===== config.mk =====
export PLATFORM = sky130hd
export DESIGN_NAME = if_fetch_stage
export DESIGN_NICKNAME = d
export VERILOG_FILES = /design/src/rtl/if_fetch_stage.sv
export SDC_FILE = /design/constraint.sdc
export NUM_CORES = 1
export LEC_CHECK = 0
export ABC_AREA = 0
export CAP_MARGIN = 40
export CORE_MARGIN = 1.5
export CORE_UTILIZATION = 50
export DETAILED_ROUTE_END_ITERATION = 10
export PLACE_DENSITY_LB_ADDON = 0.3
export SYNTH_ARGS = -nofsm -noshare
export SYNTH_HDL_FRONTEND = slang
export SYNTH_SLANG_ARGS = --single-unit

===== constraint.sdc =====
create_clock -name clk -period 3.8 [get_ports clk]
set_input_delay 0.38 -clock clk [delete_from_list [all_inputs] [get_ports clk]]
set_output_delay 0.38 -clock clk [all_outputs]
set_load 0.02 [all_outputs]

===== src/rtl/if_fetch_stage.sv =====
// ---------------------------------------------------------------------------
// if_fetch_stage
//
// Instruction-fetch stage of the pipeline. Owns the architectural PC and hands
// pc + 4 back to the PC select mux. Fetches over a req/gnt/rvalid
// instruction-memory handshake with at most one request outstanding, and
// loads the IF/ID pipeline register while obeying stall and flush from the
// hazard and branch logic.
//
// Parameters:
//   RESET_PC     PC loaded on reset. The low two bits are masked off.
//
// Ports:
//   clk          in   1   system clock, rising edge
//   rst_n        in   1   asynchronous active-low reset
//   next_pc      in   32  next PC from the PC select mux (branch target or pc4)
//   pc4          out  32  pc + 4, combinational, back to the PC select mux
//   stall        in   1   ID is stalled; IF/ID must hold
//   flush        in   1   redirect; discard in-flight and buffered instruction
//   imem_req     out  1   fetch request valid (only in FETCH)
//   imem_addr    out  32  fetch address (the current pc)
//   imem_gnt     in   1   request accepted this cycle
//   imem_rvalid  in   1   read data valid
//   imem_rdata   in   32  instruction word
//   if_pc        out  32  IF/ID PC
//   if_inst      out  32  IF/ID instruction
//   if_valid     out  1   IF/ID valid
// ---------------------------------------------------------------------------
module if_fetch_stage #(
  parameter logic [31:0] RESET_PC = 32'h0000_0000
) (
  input  logic        clk,
  input  logic        rst_n,
  input  logic [31:0] next_pc,
  output logic [31:0] pc4,
  input  logic        stall,
  input  logic        flush,
  output logic        imem_req,
  output logic [31:0] imem_addr,
  input  logic        imem_gnt,
  input  logic        imem_rvalid,
  input  logic [31:0] imem_rdata,
  output logic [31:0] if_pc,
  output logic [31:0] if_inst,
  output logic        if_valid
);

  // FETCH: request presented.  WAIT: granted, waiting for data.
  // HOLD: data returned while ID was stalled, parked in the hold buffer.
  // DROP: a flushed request is still outstanding; its data must be thrown away.
  typedef enum logic [1:0] {
    ST_FETCH = 2'd0,
    ST_WAIT  = 2'd1,
    ST_HOLD  = 2'd2,
    ST_DROP  = 2'd3
  } state_t;

  localparam logic [31:0] PC_ALIGN_MASK    = 32'hFFFF_FFFC;
  localparam logic [31:0] RESET_PC_ALIGNED = RESET_PC & PC_ALIGN_MASK;
  localparam logic [31:0] NOP_INST         = 32'h0000_0013;

  state_t      state;
  state_t      state_nxt;
  logic [31:0] pc;
  logic [31:0] pc_nxt;
  logic [31:0] hold_pc;
  logic [31:0] hold_pc_nxt;
  logic [31:0] hold_inst;
  logic [31:0] hold_inst_nxt;
  logic [31:0] if_pc_nxt;
  logic [31:0] if_inst_nxt;
  logic        if_valid_nxt;
  logic [31:0] next_pc_aligned;

  // Instructions are word aligned, so the low PC bits are never stored even
  // if the mux hands us a misaligned target.
  assign next_pc_aligned = next_pc & PC_ALIGN_MASK;

  assign pc4       = pc + 32'd4;
  assign imem_req  = (state == ST_FETCH);
  assign imem_addr = pc;

  always_ff @(posedge clk or negedge rst_n) begin
    if (!rst_n) begin
      state     <= ST_FETCH;
      pc        <= RESET_PC_ALIGNED;
      hold_pc   <= 32'h0000_0000;
      hold_inst <= 32'h0000_0000;
      if_pc     <= 32'h0000_0000;
      if_inst   <= NOP_INST;
      if_valid  <= 1'b0;
    end else begin
      state     <= state_nxt;
      pc        <= pc_nxt;
      hold_pc   <= hold_pc_nxt;
      hold_inst <= hold_inst_nxt;
      if_pc     <= if_pc_nxt;
      if_inst   <= if_inst_nxt;
      if_valid  <= if_valid_nxt;
    end
  end

  always_comb begin
    state_nxt     = state;
    pc_nxt        = pc;
    hold_pc_nxt   = hold_pc;
    hold_inst_nxt = hold_inst;
    if_pc_nxt     = if_pc;
    if_inst_nxt   = if_inst;
    // With nothing delivered, a stalled IF/ID keeps its contents while an
    // unstalled one turns into a bubble (pc/inst left as they were).
    if_valid_nxt  = stall ? if_valid : 1'b0;

    if (flush) begin
      // Flush outranks stall: redirect the PC, kill IF/ID and the hold
      // buffer, and remember whether a response is still owed by memory.
      pc_nxt        = next_pc_aligned;
      if_valid_nxt  = 1'b0;
      hold_pc_nxt   = 32'h0000_0000;
      hold_inst_nxt = 32'h0000_0000;
      case (state)
        ST_FETCH: state_nxt = imem_gnt    ? ST_DROP  : ST_FETCH;
        ST_WAIT:  state_nxt = imem_rvalid ? ST_FETCH : ST_DROP;
        ST_HOLD:  state_nxt = ST_FETCH;
        ST_DROP:  state_nxt = imem_rvalid ? ST_FETCH : ST_DROP;
        default:  state_nxt = ST_FETCH;
      endcase
    end else begin
      case (state)
        ST_FETCH: begin
          if (imem_gnt) begin
            state_nxt = ST_WAIT;
          end
        end

        ST_WAIT: begin
          if (imem_rvalid) begin
            if (stall) begin
              // ID cannot take it yet; park it so memory is free again.
              hold_pc_nxt   = pc;
              hold_inst_nxt = imem_rdata;
              state_nxt     = ST_HOLD;
            end else begin
              if_pc_nxt    = pc;
              if_inst_nxt  = imem_rdata;
              if_valid_nxt = 1'b1;
              pc_nxt       = next_pc_aligned;
              state_nxt    = ST_FETCH;
            end
          end
        end

        ST_HOLD: begin
          if (!stall) begin
            if_pc_nxt    = hold_pc;
            if_inst_nxt  = hold_inst;
            if_valid_nxt = 1'b1;
            pc_nxt       = next_pc_aligned;
            state_nxt    = ST_FETCH;
          end
        end

        ST_DROP: begin
          if (imem_rvalid) begin
            state_nxt = ST_FETCH;
          end
        end

        default: begin
          state_nxt = ST_FETCH;
        end
      endcase
    end
  end

endmodule


# Word-level counts from Yosys, hierarchy flattened
# Cells that the tools add are included.
# Widths: inputs -> output; s select.
totals:
  reg_bits: 163
  inputBits: 70
  output_inout_bits: 130
op_classes:
  addsub: 1
  n_eq_ne: 10
  n_mux: 35
  bitwise: 1
  n_reduce_logical: 11
ops:
  columns: ["operator", "n"]
  rows:
  - ["$mux 32", 17]
  - ["$pmux 32 s2", 3]
  - ["$add 32x3->32 const B", 1]
  - ["$mux 2", 8]
  - ["$ne 3x3->1 const B", 3]
  - ["$pmux 2 s4", 1]
  - ["$reduce_bool 2->1", 4]
  - ["$ne 2x2->1 const B", 3]
  - ["$pmux 2 s3", 1]
  - ["$reduce_and 5->1", 1]
  - ["$eq 2x2->1 const B", 2]
  - ["$mux 1", 4]
  - ["$reduce_and 4->1", 1]
  - ["$ne 3x2->1 const B", 1]
  - ["$reduce_and 3->1", 1]
  - ["$reduce_bool 3->1", 1]
  - ["$eq 2x1->1 const B", 1]
  - ["$logic_not 2->1", 1]
  - ["$pmux 1 s2", 1]
  - ["$reduce_and 2->1", 1]
  - ["$reduce_or 2->1", 1]
  - ["$not 1->1", 1]

# Depth between registers and ports, before layout
logic_depth:
  ltp_word: 5
  ltp_mapped: 9
  mapped_depth_nobuf: 6

# Worst setup path before layout
# Ideal clock, no wire load.
synth_timing:
  path_type: "register to output"
  start: "register pc[4] (netlist: imem_addr[4])"
  end: "output pc4[25]"
  arrival_ns: 1.811
  t_required_ns: 3.420
  slack_ns: 1.609
  stages_incl_launch_ff: 6
  n_path_buf: 1
  path_cell_list: "dfrtp_1 clkbuf_8 nand4_2 nor4_4 nand4_1 xnor2_1"
synth_between:
  elab_chain_len: 1
synth_lines:
  columns: ["item", "line_no", "rtl"]
  rows:
  - ["start, declared", "64", "logic [31:0] pc;"]
  - ["start signal, assigned", "94", "pc <= pc_nxt;"]
  - ["$add 32x3->32", "79", "assign pc4 = pc + 32'd4;"]
  - ["end, declared", "35", "output logic [31:0] pc4,"]
# Every way passes these cells.

# Final worst setup path
layout_timing:
  start: "register pc[2] (netlist: imem_addr[2])"
  end: "output pc4[18]"
# The elaborated chain is that of the path after synthesis.

==> summary.txt <==
Final layout
  – Multi-input gate area: 0.00312 mm^2
  – Synth-to-layout area growth: 36.3%
  – Final core utilization: 69.1%
  – Number of nets in the layout: 977
  – Number of inserted diodes: 0
  – Sequential cell area in the final layout: 0.00393 mm^2
  – Fraction of final layout cells sized beyond drive strength 1: 9.21%
  – Filler Cell Count: 1141

Critical path
  – Worst path cell trace: ha_1 > nand3_1 > nor4_4 > nand4_1 > xnor2_1 > clkdlybuf4s50_1
  – Critical path's slowest cell: sky130_fd_sc_hd__clkdlybuf4s50_1
  – Max FO, Critical Path: 8
  – Kind of end point of the critical path: primary output
  – Crit path max-delay family: simple AND/OR/NAND/NOR gates
  – Buffers & Inverters on Critical Path: 1
  – Data required time at the worst endpoint: 3.42 ns
  – Classification of the worst setup path: flip-flop to primary output
  – Slowest stage delay, CP: 0.62 ns
  – Count of cell instances traversed by the critical path: 6
  – Depth of the worst register-to-register path: 6
  – Worst EP arrival: 2.92 ns
  – Critical Path Source Type: flip-flop

Logic synthesis
  – Mean cell area of the mapped netlist: 10.0 um^2
  – Register area share after synthesis: 53.8%
  – Synth Instances: 731
  – Asr flop ratio synth: 100%
  – Yosys warning total: 0
  – Number of unique standard cell types used by synthesis: 41
  – Commonest register cell after synthesis: sky130_fd_sc_hd__dfrtp_1
  – Combined area of all synthesized cells: 0.00731 mm^2
  – Number of synthesized flops with an enable pin: 0
  – Number of synthesized register bits: 157

Pwr
  – Leakage power figure: 4.16 nW
  – Pwr dens: 696 mW/mm^2
  – Maximum resistive drop on vdd: 0.361 mV
  – Total power of the final layout: 6.93 mW

Floorplan
  – Die outline width: 124 um
  – Core area: 0.0144 mm^2
  – Starting density of the core: 50.7%
  – Vertical extent of the die: 124 um
  – I/O pin count: 200
  – Cell row count: 44
  – Die area: 0.0154 mm^2

STA
  – Hold violation count in the final report: 0
  – Ratio of final minimum period to clock period: 86.9%
  – # setup viols final: 0
  – Clock period minus final worst setup slack: 3.30 ns
  – Number of slew-limit violations in the final report: 0
  – Final TNS setup: 0 ns
  – Slew headroom: 44.4%
  – Setup clock skew after layout: 0.00693 ns
  – Worst Tran Pin Value: 0.833 ns
  – Max Clock Freq: 303 MHz
  – Setup repair after global routing missed its margin: no

GRT
  – Antenna violations before repair: 0
  – Total global routing overflow: 0
  – GRT Overall Usage: 23.8%
  – First-pass GRT wire length: 28.0 mm
  – Via count of the first global-routing pass: 5618
  – Maximum number of pins on one net before global-route repair: 89

Clocking
  – Total clock buffers created by CTS: 17
  – H-tree Lvls: 4
  – Clock transition at the registers of the reported paths: 0.06 ns
  – Clock tree sinks: 157
  – Setup repair bufs after CTS: 0
  – Post-cts gate resize count: 0
  – Clock tree from TritonCTS: done
  – Number of buffers on the longest clock path: 2
  – Clock Latency Late Sink: 0.42 ns
  – Number of hold buffers added after cts: 0
  – Clock Tree Root: sky130_fd_sc_hd__clkbuf_16

Routing
  – Met3 routed wirelength: 1.26 mm
  – Total length of routed met2 wires: 8.41 mm
  – DR top layer: met4
  – TritonRoute pass-1 iters: 4
  – Vias per cell: 5.29
  – Total number of vias: 5800
  – Post-detailed-route wirelength per cell: 16.1 um
  – Number of DRC violations after detailed routing: 0
  – Wire length reported by the detailed router: 17.6 mm
  – Number of violations reported at the end of detailed-routing iteration 0: 316
  – Number of nets with antenna violations after routing: 0
  – WL met1: 7.63 mm

Place
  – Port buffer count: 191
  – Weighted congestion at the end of routability-driven global placement: 0.783
  – HPWL after detailed placement: 11.2 mm

Run status
  – Run status: complete, no violations

Hold path
  – Class of the tightest hold or removal check: input pin to asynchronous set/reset pin

Run
  – Max-cap check violation count: 0
## placed cells by master, fill, tap and decap left out, types with 5 or more instances in the layout
cell type	instances
sky130_fd_sc_hd__nand2_1	198
sky130_fd_sc_hd__xnor2_1	23
sky130_fd_sc_hd__a21oi_1	62
sky130_fd_sc_hd__clkdlybuf4s50_1	189
sky130_fd_sc_hd__nand3_1	17
sky130_fd_sc_hd__mux2_2	29
sky130_fd_sc_hd__ha_1	7
sky130_fd_sc_hd__nand4_1	7
sky130_fd_sc_hd__inv_1	8
sky130_fd_sc_hd__conb_1	6
sky130_fd_sc_hd__xor2_1	5
sky130_fd_sc_hd__buf_4	9
sky130_fd_sc_hd__dfrtp_1	154
sky130_fd_sc_hd__mux2i_1	64
sky130_fd_sc_hd__clkbuf_16	17
sky130_fd_sc_hd__o21ai_0	64
sky130_fd_sc_hd__bufinv_16	5
## kinds of logic (layout without fill, tap and decap cells)
logic type      count (synthesis)  after routing  synth area share (%)
fa+ha+maj                       8              8                  1.37
buf+inv                        65            241                  4.23
xor+xnor                       28             28                  3.35
compound gates                133            133                  9.38
simple gates                  246            246                  14.6
flops                         157            157                  53.8
other cells                     1              6                0.0513
mux                            93             93                  13.2
## registers in the layout, indices dropped and copies added (netlist names)
signal and cells:
if_valid 1, hold_inst 32, if_inst 32, state 2
hold_pc 30, imem_addr 30, if_pc 30
## per-stage QoR
| step | setup WS, ns | hold slack, ns | area, um^2 | std cells |
|---|---|---|---|---|
| floorplan | 1.61 | 0.0844 | 7330 | 736 |
| global placement | 0.969 | 0.460 | 9310 | 1064 |
| detailed placement | 0.967 | 0.469 | 9310 | 1064 |
| CTS | 0.492 | 0.0453 | 9960 | 1096 |
| global route | 0.357 | 0.0790 | 9960 | 1096 |
| finish | 0.496 | 0.0180 | 9960 | 1096 |
## path summary, 6_finish.rpt
kind,slack (ns),startpoint,to
worst max-delay path,0.50,imem_addr[2],pc4[18]
worst min-delay path,0.02,rst_n,if_inst[19]
min in group clk,0.39,flush,hold_pc[23]
worst min register to register,0.47,if_inst[20],if_inst[20]
max in group asynchronous,2.90,rst_n,if_inst[4]
worst max register to register,1.40,state[1],imem_addr[4]
## synthesized netlist by cell type (4+ instances only)
cell,number,area share (%)
sky130_fd_sc_hd__mux2i_1,64,8.8
sky130_fd_sc_hd__and3_1,4,0.34
sky130_fd_sc_hd__nand4_1,7,0.60
sky130_fd_sc_hd__buf_1,5,0.26
sky130_fd_sc_hd__clkbuf_1,26,1.3
sky130_fd_sc_hd__inv_1,8,0.41
sky130_fd_sc_hd__mux2_2,29,4.5
sky130_fd_sc_hd__buf_4,7,0.72
sky130_fd_sc_hd__nand3_1,18,1.2
sky130_fd_sc_hd__buf_2,16,1.1
sky130_fd_sc_hd__xnor2_1,23,2.8
sky130_fd_sc_hd__a21oi_1,62,4.2
sky130_fd_sc_hd__dfrtp_1,154,53
sky130_fd_sc_hd__xor2_1,5,0.60
sky130_fd_sc_hd__ha_1,8,1.4
sky130_fd_sc_hd__o21ai_0,64,4.4
sky130_fd_sc_hd__nand2_1,198,10
sky130_fd_sc_hd__nor2_1,4,0.21
## per-layer routing
| metal | track usage (%) | up-vias |
|---|---|---|
| met3 | 6.91 | 25 |
| met5 | 0 | - |
| met2 | 37.8 | 185 |
| li1 | - | 2798 |
| met1 | 31.4 | 2792 |
| met4 | 7.81 | 0 |
## cell type report
| type | instances | share of cell area (%) |
|---|---|---|
| Timing Repair Buffer | 201 | 20.0 |
| Inverter | 8 | 0.301 |
| Multi-Input combinational cell | 514 | 31.3 |
| Tap cell | 184 | 2.31 |
| Clock buffer | 22 | 4.76 |
| Clock inverter | 10 | 1.86 |
| Sequential cell | 157 | 39.5 |
## power breakdown
group          total (mW)  switching [mW]  internal, mW
Sequential           2.40           0.322          2.08
Combinational        2.65            1.43          1.22
Clock                1.88           0.661          1.22
Total                6.93            2.41          4.52
Note: power is estimated with default switching activity, not from simulation.
